[src/rtl/asteroid_controller_pkg.sv]
// rtl/asteroid_controller_pkg.sv - shared game geometry, position widths and controller state encoding
package asteroid_controller_pkg;

    localparam int SCREEN_W = 160;
    localparam int SCREEN_H = 120;
    localparam int AST_SIZE = 10;
    localparam int X_W      = 8;
    localparam int Y_W      = 7;

    typedef enum logic [2:0] {
        ST_IDLE,
        ST_SPAWN,
        ST_FALL,
        ST_COOLDOWN,
        ST_MISS
    } state_t;

endpackage

[src/rtl/lfsr8.sv]
// rtl/lfsr8.sv - 8-bit Fibonacci LFSR, x^8+x^6+x^5+x^4+1, reset to a nonzero seed
module lfsr8 #(
    parameter logic [7:0] SEED = 8'hA5
) (
    input  logic       clock,
    input  logic       reset,
    input  logic       enable,
    output logic [7:0] value
);

    always_ff @(posedge clock) begin
        if (reset) begin
            value <= SEED;
        end else if (enable) begin
            value <= {value[6:0], value[7] ^ value[5] ^ value[4] ^ value[3]};
        end
    end

endmodule

[src/rtl/asteroid_controller.sv]
// rtl/asteroid_controller.sv - spawns, drops and retires the single asteroid; drives position, redraw and miss pulses
module asteroid_controller
    import asteroid_controller_pkg::*;
#(
    parameter int         TICK_DIV       = 833333,
    parameter int         COOLDOWN_TICKS = 30,
    parameter logic [7:0] LFSR_SEED      = 8'hA5
) (
    input  logic           clock,
    input  logic           reset,
    input  logic           start,
    input  logic           destroy,
    output logic [X_W-1:0] asteroidx,
    output logic [Y_W-1:0] asteroidy,
    output logic           active,
    output logic           moved,
    output logic           miss,
    output logic [1:0]     level
);

    localparam int XMAX = SCREEN_W - AST_SIZE;
    localparam int YMAX = SCREEN_H - AST_SIZE;
    localparam int TW   = $clog2(TICK_DIV + 1);
    localparam int CW   = $clog2(COOLDOWN_TICKS + 1);

    state_t         state, state_d;
    logic [TW-1:0]  tick_cnt, tick_d;
    logic [CW-1:0]  cool_cnt, cool_d;
    logic [2:0]     kill_cnt, kill_d;
    logic [1:0]     level_d;
    logic [X_W-1:0] x_d;
    logic [Y_W-1:0] y_d;
    logic           active_d, moved_d, miss_d;
    logic [7:0]     lfsr;
    logic [7:0]     ny;
    logic           tick_done, cool_done;

    lfsr8 #(.SEED(LFSR_SEED)) u_lfsr (
        .clock  (clock),
        .reset  (reset),
        .enable (1'b1),
        .value  (lfsr)
    );

    assign tick_done = (tick_cnt == TW'(TICK_DIV - 1));
    assign cool_done = tick_done && (cool_cnt == CW'(COOLDOWN_TICKS - 1));
    // 8 bits wide so a large step past the bottom edge cannot wrap before the clamp test
    assign ny = {1'b0, asteroidy} + 8'd1 + {6'd0, level};

    always_ff @(posedge clock) begin
        if (reset) begin
            state <= ST_IDLE;
        end else begin
            state <= state_d;
        end
    end

    always_comb begin
        state_d = state;
        case (state)
            ST_IDLE:     if (start) state_d = ST_SPAWN;
            ST_SPAWN:    state_d = ST_FALL;
            ST_FALL: begin
                if (destroy) begin
                    state_d = ST_COOLDOWN;
                end else if (tick_done && ny >= 8'(YMAX)) begin
                    state_d = ST_MISS;
                end
            end
            ST_COOLDOWN: if (cool_done) state_d = ST_SPAWN;
            ST_MISS:     state_d = ST_IDLE;
            default:     state_d = ST_IDLE;
        endcase
    end

    always_comb begin
        x_d      = asteroidx;
        y_d      = asteroidy;
        active_d = active;
        moved_d  = 1'b0;
        miss_d   = 1'b0;
        kill_d   = kill_cnt;
        level_d  = level;
        tick_d   = tick_cnt;
        cool_d   = cool_cnt;
        case (state)
            ST_IDLE: begin
                active_d = 1'b0;
                tick_d   = '0;
            end
            ST_SPAWN: begin
                x_d      = (lfsr <= 8'(XMAX)) ? lfsr : lfsr - 8'(XMAX + 1);
                y_d      = '0;
                active_d = 1'b1;
                moved_d  = 1'b1;
                tick_d   = '0;
            end
            ST_FALL: begin
                // destroy takes priority over a step landing on the same cycle
                if (destroy) begin
                    active_d = 1'b0;
                    kill_d   = kill_cnt + 3'd1;
                    if (kill_cnt == 3'd7 && level != 2'd3) level_d = level + 2'd1;
                    cool_d   = '0;
                    tick_d   = '0;
                end else if (tick_done) begin
                    tick_d  = '0;
                    moved_d = 1'b1;
                    y_d     = (ny >= 8'(YMAX)) ? Y_W'(YMAX) : ny[Y_W-1:0];
                end else begin
                    tick_d = tick_cnt + TW'(1);
                end
            end
            ST_COOLDOWN: begin
                if (tick_done) begin
                    tick_d = '0;
                    cool_d = cool_cnt + CW'(1);
                end else begin
                    tick_d = tick_cnt + TW'(1);
                end
            end
            ST_MISS: begin
                miss_d   = 1'b1;
                active_d = 1'b0;
            end
            default: ;
        endcase
    end

    always_ff @(posedge clock) begin
        if (reset) begin
            asteroidx <= '0;
            asteroidy <= '0;
            active    <= 1'b0;
            moved     <= 1'b0;
            miss      <= 1'b0;
            level     <= '0;
            kill_cnt  <= '0;
            tick_cnt  <= '0;
            cool_cnt  <= '0;
        end else begin
            asteroidx <= x_d;
            asteroidy <= y_d;
            active    <= active_d;
            moved     <= moved_d;
            miss      <= miss_d;
            level     <= level_d;
            kill_cnt  <= kill_d;
            tick_cnt  <= tick_d;
            cool_cnt  <= cool_d;
        end
    end

endmodule

[config.mk]
export PLATFORM = sky130hd
export DESIGN_NAME = asteroid_controller
export DESIGN_NICKNAME = d
export VERILOG_FILES = /design/src/rtl/asteroid_controller_pkg.sv /design/src/rtl/lfsr8.sv /design/src/rtl/asteroid_controller.sv
export SDC_FILE = /design/constraint.sdc
export NUM_CORES = 1
export LEC_CHECK = 0
export CAP_MARGIN = 20
export CORE_MARGIN = 1
export CORE_UTILIZATION = 55
export DETAILED_ROUTE_END_ITERATION = 6
export GPL_ROUTABILITY_DRIVEN = 0
export PLACE_DENSITY = 0.73
export SYNTH_ARGS = -nofsm -noshare
export SYNTH_HDL_FRONTEND = slang
export SYNTH_SLANG_ARGS = --single-unit
[constraint.sdc]
create_clock -name clock -period 4.5 [get_ports clock]
set_input_delay 0.9 -clock clock [delete_from_list [all_inputs] [get_ports clock]]
set_output_delay 0.9 -clock clock [all_outputs]
set_load 0.1 [all_outputs]
Yosys cells after proc, flatten, opt, wreduce, memory -nomap -nowiden
Cells that the tools add are included.
{ "word_totals": {"register_bits": 59, "output_inout_bits": 20, "inputBits": 4, "word_cells": 76} }
{ "classes": {"n_mux": 22, "addsub": 7, "order_cmp": 2, "eq_ne": 15, "bitwise": 3, "reduce_logical": 16} }
{ "op_table": {"columns": ["cell", "count"], "rows": [
  ["20-bit one-hot mux with 3 select lines", 1],
  ["20-bit two-way mux", 2],
  ["7-bit two-way mux", 3],
  ["20-bit by 1-bit adder with 20-bit output, second input constant", 1],
  ["20-bit == test, second input constant", 1],
  ["2-bit inequality test, second input constant", 7],
  ["7-bit one-hot mux with 2 select lines", 1],
  ["3-bit two-way mux", 4],
  ["3-bit one-hot mux with 4 select lines", 1],
  ["3-bit AND reduction", 4],
  ["5-bit two-way mux", 2],
  ["5-bit one-hot mux with 2 select lines", 1],
  ["7-bit by 1-bit adder with 8-bit output, second input constant", 1],
  ["8-bit by 2-bit adder with 8-bit output", 1],
  ["8-bit by 7-bit >= comparator with 1-bit output, second input constant", 1],
  ["8-bit <= comparator, second input constant", 1],
  ["8-bit two-way mux", 1],
  ["8-bit subtractor, second input constant", 1],
  ["3-bit by 2-bit == test with 1-bit output, second input constant", 2],
  ["3-bit == test, second input constant", 2],
  ["3-bit nonzero test", 2],
  ["5-bit by 1-bit adder with 5-bit output, second input constant", 1],
  ["5-bit == test, second input constant", 1],
  ["1-bit two-way mux", 4],
  ["12 further kinds", 19]
]} }

Logic depth before layout (Yosys ltp)
Gate-level depths: netlist of the first run.
{ "depth": {"depth_word": 7, "ltp_mapped": 9, "ltp_nobuf": 9} }

Hierarchy
Synthesis of the first run repeated with hierarchy kept, for this count alone.
{ "hier_totals": {"hier_cells": 376, "hier_area_um2": 3089.2} }
{ "modules_own_cells": {"columns": ["mod", "seq_area_each_um2", "instances", "cells_per_inst", "area_each_um2"], "rows": [
  ["asteroid_controller", 1021.0, 1, 347, 2786.4],
  ["lfsr8", 160.2, 1, 29, 302.8]
]} }

Worst setup path after synthesis of the first run
No wires, ideal clock.
{ "synth_path": {"path_type": "flip-flop to flip-flop", "from": "register level[0]", "to": "register state[1]", "synth_period_minus_slack_ns": 2.975, "required_time_ns": 4.426, "slack_ns": 1.525, "t_arrival_ns": 2.901, "n_path_buf": 0, "setup_time_ns": 0.074, "stages_incl_launch_ff": 10, "cell_sequence": "dfxtp_1 inv_1 ha_1 fa_1 nand3b_1 a211oi_1 nor3_1 a41oi_2 o21ai_0 a31oi_1"} }
{ "synth_between": {"elab_chain_cells": 5} }
{ "synth_lines": {"columns": ["element", "line_no", "rtl"], "rows": [
  ["from (decl)", "asteroid_controller.sv:18", "output logic [1:0] level"],
  ["from (signal assigned)", "asteroid_controller.sv:147", "level <= level_d;"],
  ["8-bit by 2-bit adder with 8-bit output", "asteroid_controller.sv:48", "assign ny = {1'b0, asteroidy} + 8'd1 + {6'd0, level};"],
  ["8-bit by 7-bit >= comparator with 1-bit output", "asteroid_controller.sv:66", "end else if (tick_done && ny >= 8'(YMAX)) begin"],
  ["1-bit logical AND", "asteroid_controller.sv:66", null],
  ["3-bit inequality test (no source line)", null, null],
  ["3-bit AND reduction (no source line)", null, null],
  ["to (signal assigned)", "asteroid_controller.sv:54", "state <= state_d;"],
  ["to (decl)", "asteroid_controller.sv:26", "state_t state, state_d;"]
]} }
No other way between the ends.
A chain may end at the register's enable or synchronous reset.

Worst setup path in the final report of the first run
{ "layout_path": {"from": "register asteroidy[2]", "to": "output port asteroidy[2]"} }
{ "layout_lines": {"columns": ["element", "line_no", "rtl"], "rows": [
  ["from (decl)", "asteroid_controller.sv:14", "output logic [Y_W-1:0] asteroidy,"],
  ["from (signal assigned)", "asteroid_controller.sv:143", "asteroidy <= y_d;"]
]} }
No word-level cell between the ends.

==> results.sh, run 1 <==
export IMPL_yosys_warnings=0
export IMPL_yosysTopAreaCellShare_pct=39.4
export IMPL_ys_ff_latch=59
export IMPL_vias=2488
export IMPL_rows=26
export IMPL_fin_tns_setup_ps=0
export IMPL_synth_area_top_cells="dfxtp_1 (39%), nor2_1 (5.1%), xor2_1 (4.7%)"
export IMPL_hold_path_end="asteroidx[7]$_SDFFE_PP0P_"
export IMPL_finalInstanceArea_sq_um=3420
export IMPL_skew_ps=13.4
export IMPL_ys_types=60
export IMPL_crit_path_max_fanout=10
export IMPL_hp_class="reg2reg"
export IMPL_cts_tree="done"
export IMPL_synth_edf_count=0
export IMPL_seq_area_frac_synth_pct=39.4
export IMPL_wl_mm=6.23
export IMPL_syn_area_sq_um=3000
export IMPL_slowest_stage="clkdlybuf4s50_1"
export IMPL_cts_setup_buffers=0
export IMPL_hold_depth=2
export IMPL_final_hold_viol_count=0
export IMPL_gr_total_overflow=0
export IMPL_grt_max_degree=29
export IMPL_min_period_over_period_pct=64.8
export IMPL_grtUsageTotal_pct=24.6
export IMPL_utilization_pct=66.2
export IMPL_cts_clk_slew_worst_paths_ps=70
export IMPL_cts_resized=0
export IMPL_vias_per_cell=5.57
export IMPL_hpwl_mm=4.30
export IMPL_end_kind="primary output"
export IMPL_path_buf_inv=1
export IMPL_htree_levels=3
export IMPL_rsz0062_at_grt="false"
export IMPL_numCtsBuffers=9
export IMPL_clockBufferDepth=2
export IMPL_final_nets=388
export IMPL_synthArstFlopShare_pct=0
export IMPL_crit_family="buffers and inverters"
export IMPL_drc_errors=0
export IMPL_syn_inst=351
export IMPL_synth_most_common_cell="dfxtp_1"
export IMPL_synthesis_nets=367
export IMPL_syn_avg_cell_area_sq_um=8.54
export IMPL_area_growth_pct=14.2
export IMPL_reg2reg_depth=9
export IMPL_antenna_found_initial=0
export IMPL_hold_slack_ps=467
export IMPL_cp_arrival_ps=2020
export IMPL_maxCapViolCount=0
export IMPL_drtPass1Iterations=4
export IMPL_maxSlewHeadroom_pct=31.3
export IMPL_place_area_sq_um=3250
export IMPL_clk_latency_ps=340
export IMPL_dieWidth_um=75.8
export IMPL_outcome="finished, final reports clean"
export IMPL_crit_reg2reg_launch="level[0]$_SDFFE_PP0P_"
export IMPL_slew_violations=0
export IMPL_required_ps=3600
export IMPL_critPathLaunchType="flop"
export IMPL_dieArea_sq_um=5750
export IMPL_ys_flop_type="dfxtp_1"
export IMPL_drive_above_1_share_pct=9.55
export IMPL_portBuffers=23
export IMPL_worst_slew_pin_slew_ps=1030
export IMPL_grt_pass1_vias=2186
export IMPL_ff2ff_setup_slack_ps=1960
export IMPL_setup_viol=0
export IMPL_clock_fmax_mhz=343
export IMPL_drt_iter0_markers=123
export IMPL_synthTopCellsByCount="dfxtp_1 (59), nor2_1 (41), nand2_1 (27), a21oi_1 (23), nand3_1 (17)"
export IMPL_path_cells="clkdlybuf4s50_1"
export IMPL_critPathKind="reg2out"
export IMPL_hold_buffers=0
export IMPL_vdd_drop_max_mv=0.437
export IMPL_leakage_uw=0.00120
export IMPL_slowest_delay_ps=1190
export IMPL_fin_crit_ps=2920
export IMPL_clock_sinks=59
export IMPL_yosys_area_top_type="dfxtp_1"
export IMPL_initial_utilization_pct=58.0
export IMPL_cts_root_buf="clkbuf_8"
export IMPL_die_h_um=75.8
export IMPL_ant_nets=0
export IMPL_diodes=0
export IMPL_wire_per_inst_um=13.9
export IMPL_core_sq_um=5170
export IMPL_p_per_area_nw_per_um2=460
export IMPL_ioPinCount=24
export IMPL_r2r_end="state[1]$_SDFFE_PP0P_"
export IMPL_hp_start="asteroidx[7]$_SDFFE_PP0P_"
export IMPL_grt_pass1_wl_mm=10.3
## through the flow
step	power [uW]	instances	setup slack, ps
finish	1570	447	1580
global route	1660	447	1510
CTS	1590	447	1560
detailed placement	1150	431	1790
global placement	1150	431	1860
floorplan	1050	351	1520
## worst max-delay path by stage
stage / start / end / cells after the start
2_1_floorplan: level[0]$_SDFFE_PP0P_ / state[1]$_SDFFE_PP0P_ / 9
3_3_place_gp: destroy / asteroidy[0]$_SDFFE_PP0P_ / 6
3_5_place_dp: destroy / asteroidy[0]$_SDFFE_PP0P_ / 6
4_1_cts: asteroidy[2]$_SDFFE_PP0P_ / asteroidy[2] / 1
5_1_grt: asteroidy[2]$_SDFFE_PP0P_ / asteroidy[2] / 1
6_report: asteroidy[2]$_SDFFE_PP0P_ / asteroidy[2] / 1
## power by group
part / internal, uW / total [uW] / switching (uW) / leakage (uW)
logic: 133 / 519 / 385 / 0.000638
clock network: 215 / 432 / 216 / 0.0000820
registers: 574 / 624 / 49.7 / 0.000480
total: 923 / 1570 / 651 / 0.00120
## flip-flops by register name, summed over array words and instances, names as in the netlist
signal / flops
tick_cnt: 20
asteroidx: 8
u_lfsr.value: 8
asteroidy: 7
cool_cnt: 5
kill_cnt: 3
state: 3
level: 2
active: 1
miss: 1
moved: 1
## routing by layer
metal / part of all wire, % / track usage, % / up-vias
met5: 0 / 0 / -
met4: 1.3 / 9.88 / 0
met3: 4.2 / 7.28 / 9
met2: 46 / 37.5 / 43
met1: 48 / 32.6 / 1167
li1: - / - / 1269
## logic make-up (layout without fill, tap and decap cells)
kind of cell / after synthesis / after routing / synth area share [%]
xor+xnor: 28 / 28 / 8.18
flops: 59 / 59 / 39.4
fa+ha+maj: 12 / 12 / 5.26
compound gates: 68 / 68 / 14.3
mux: 3 / 3 / 1.00
buf+inv: 30 / 56 / 4.59
simple gates: 151 / 151 / 27.3
## layout by cell type (no fill, tap or decap), types with 3 or more instances in the layout
| cell type | n |
|---|---|
| dfxtp_1 | 59 |
| nor2_1 | 41 |
| nand2_1 | 27 |
| a21oi_1 | 23 |
| clkdlybuf4s50_1 | 23 |
| nand3_1 | 17 |
| inv_1 | 16 |
| xor2_1 | 16 |
| o21ai_0 | 14 |
| xnor2_1 | 12 |
| ha_1 | 11 |
| nand4_1 | 10 |
| clkbuf_8 | 10 |
| nor3_1 | 9 |
| nor2b_1 | 6 |
| or2_2 | 5 |
| a21o_1 | 5 |
| nand2b_1 | 4 |
| a211oi_1 | 4 |
| nand4b_1 | 3 |
| o21ai_1 | 3 |
| a31oi_1 | 3 |
| mux2i_1 | 3 |
| clkinvlp_4 | 3 |
## final cells by class
| cell class | count | area, sq um |
|---|---|---|
| Multi-Input combinational cell | 262 | 1680 |
| Timing Repair Buffer | 24 | 238 |
| Fill cell | 439 | 1750 |
| Inverter | 16 | 60.1 |
| Clock inverter | 5 | 36.3 |
| Sequential cell | 59 | 1180 |
| Clock buffer | 11 | 141 |
| Tap cell | 70 | 87.6 |
(Power assumes the default switching activity.)
==> inputs of run 2 (changes only) <==
CORE_UTILIZATION = 52   (was 55)
PLACE_DENSITY = 0.72   (was 0.73)
clock period = 2.4 ns   (was 4.5 ns; I/O delays follow)
==> run 2 against run 1 <==
  * Worst setup slack worse by 1500 ps
  * First-iteration DRC count grew 36%
  * Via count up 3.2%
==> results.sh, run 2 (synthesized netlist as in run 1, its figures left out) <==
export IMPL_clock_fmax_mhz=438
export IMPL_wire_per_inst_um=14.4
export IMPL_ioPinCount=24
export IMPL_ant_nets=0
export IMPL_hp_class="reg2reg"
export IMPL_largestRegisters="tick_cnt x20, asteroidx x8, u_lfsr.value x8"
export IMPL_core_sq_um=5540
export IMPL_drt_iter0_markers=167
export IMPL_grtUsageTotal_pct=23.5
export IMPL_worst_slew_pin_slew_ps=537
export IMPL_portBuffers=23
export IMPL_largest_register="tick_cnt"
export IMPL_nFillCells=494
export IMPL_antenna_found_initial=0
export IMPL_critPathKind="reg2reg"
export IMPL_clk_latency_ps=340
export IMPL_drc_errors=0
export IMPL_vias=2568
export IMPL_gr_total_overflow=0
export IMPL_dieArea_sq_um=6070
export IMPL_grt_pass1_wl_mm=11.1
export IMPL_final_cell_mix="dfxtp_1 (55), nor2_1 (41), buf_4 (28), nand2_1 (27), a21oi_1 (23)"
export IMPL_cp_arrival_ps=2560
export IMPL_setup_viol=0
export IMPL_place_area_sq_um=3260
export IMPL_rows=27
export IMPL_initial_utilization_pct=54.1
export IMPL_largest_reg_flops=20
export IMPL_skew_ps=10.0
export IMPL_fin_crit_ps=2290
export IMPL_layout_commonest_cell="dfxtp_1"
export IMPL_crit_path_max_fanout=7
export IMPL_slowest_delay_ps=410
export IMPL_slowest_stage="fa_2"
export IMPL_die_h_um=77.9
export IMPL_hold_buffers=0
export IMPL_diodes=0
export IMPL_cts_root_buf="clkbuf_8"
export IMPL_leakage_uw=0.00132
export IMPL_dieWidth_um=77.9
export IMPL_min_period_over_period_pct=95.2
export IMPL_critPathLaunchType="flop"
export IMPL_numCtsBuffers=9
export IMPL_end_kind="flop"
export IMPL_grt_max_degree=28
export IMPL_finalInstanceArea_sq_um=3540
export IMPL_vdd_drop_max_mv=0.724
export IMPL_multiInputGateArea_sq_um=1710
export IMPL_utilization_pct=63.8
export IMPL_clock_sinks=59
export IMPL_clockBufferDepth=2
export IMPL_wl_mm=6.60
export IMPL_area_growth_pct=17.9
export IMPL_cts_tree="done"
export IMPL_final_hold_viol_count=0
export IMPL_final_nets=396
export IMPL_total_power_uw=3180
export IMPL_drtPass1Iterations=4
export IMPL_required_ps=2680
export IMPL_p_per_area_nw_per_um2=901
export IMPL_htree_levels=3
export IMPL_seqCellArea_sq_um=1190
export IMPL_drive_above_1_share_pct=19.2
export IMPL_grt_pass1_vias=2332
export IMPL_outcome="finished, final reports clean"
export IMPL_maxCapViolCount=0
export IMPL_path_cells="inv_1 > ha_4 > fa_2 > nand3b_1 > a211oi_2 > nor3_1 > a41oi_2 > o211ai_1 > a21oi_1"
export IMPL_slew_violations=0
export IMPL_cts_clk_slew_worst_paths_ps=70
export IMPL_maxSlewHeadroom_pct=63.9
export IMPL_vias_per_cell=5.62
export IMPL_hpwl_mm=4.49
==> run 2: changes by cell type in the layout (fill, tap and decap cells not counted), moves of 2 or more <==
cell / before / now
buf_4: 1 / 28
clkdlybuf4s50_1: 23 / 3
dfxtp_1: 59 / 55
clkinvlp_4: 3 / 0
dfxtp_4: 0 / 3
bufinv_16: 0 / 2
clkinv_2: 1 / 3
o21ai_0: 14 / 12
o21ai_1: 3 / 5
==> run 2: where the power goes <==
part           switching [uW]  internal (uW)
Sequential               95.0           1070
Clock                     400            636
Combinational             725            254
==> run 2: critical path, delay by kind of cell (launching register included) <==
kind / cells / cell delay (ps)
AOI/OAI and AO/OA: 4 / 940
and+or+nand+nor: 2 / 300
buffers and inverters: 1 / 60
DFF: 1 / 350
adders and majority gates: 2 / 580
==> run 2: stage by stage <==
step	setup TNS [ps]	hold slack, ps	std cells	setup WS (ps)
3_3_place_gp	0	446	437	200
2_1_floorplan	0	440	351	33.1
5_1_grt	-141	494	457	-45.1
6_report	0	461	457	115
4_1_cts	0	464	453	77.2
3_5_place_dp	0	454	437	83.8
==> run 2: area by class of cell <==
| class | instances | share of cell area [%] |
|---|---|---|
| clock buffers | 11 | 4.28 |
| repair buffers | 32 | 7.36 |
| inverters | 16 | 1.70 |
| well taps | 72 | 2.55 |
| flip-flops and latches | 59 | 33.8 |
| clock inverters | 5 | 2.12 |
| multi-input cells | 262 | 48.2 |
==> run 2: repair_timing <==
action	in CTS	in global routing
endpoints found under the setup margin	0	6
buffers inserted	0	4
hold endpoints to repair	0	0
resized for setup	0	7
==> run 2: final timing paths <==
check	start	end	slack, ps	depth (start not counted)
max reg2reg	asteroidy[0]$_SDFFE_PP0P_	asteroidy[4]$_SDFFE_PP0P_	110	9
min	asteroidx[7]$_SDFFE_PP0P_	asteroidx[7]$_SDFFE_PP0P_	460	2
min reg2reg	asteroidx[7]$_SDFFE_PP0P_	asteroidx[7]$_SDFFE_PP0P_	460	2
max	asteroidy[0]$_SDFFE_PP0P_	asteroidy[4]$_SDFFE_PP0P_	110	9
==> run 2: per-layer routing <==
layer | global-route usage [%] | routed length [um] | vias up
met5 | 0 | 0 | -
met2 | 36.0 | 3000 | 61
met4 | 9.07 | 108 | 0
li1 | - | - | 1292
met3 | 5.88 | 252 | 11
met1 | 31.7 | 3240 | 1204
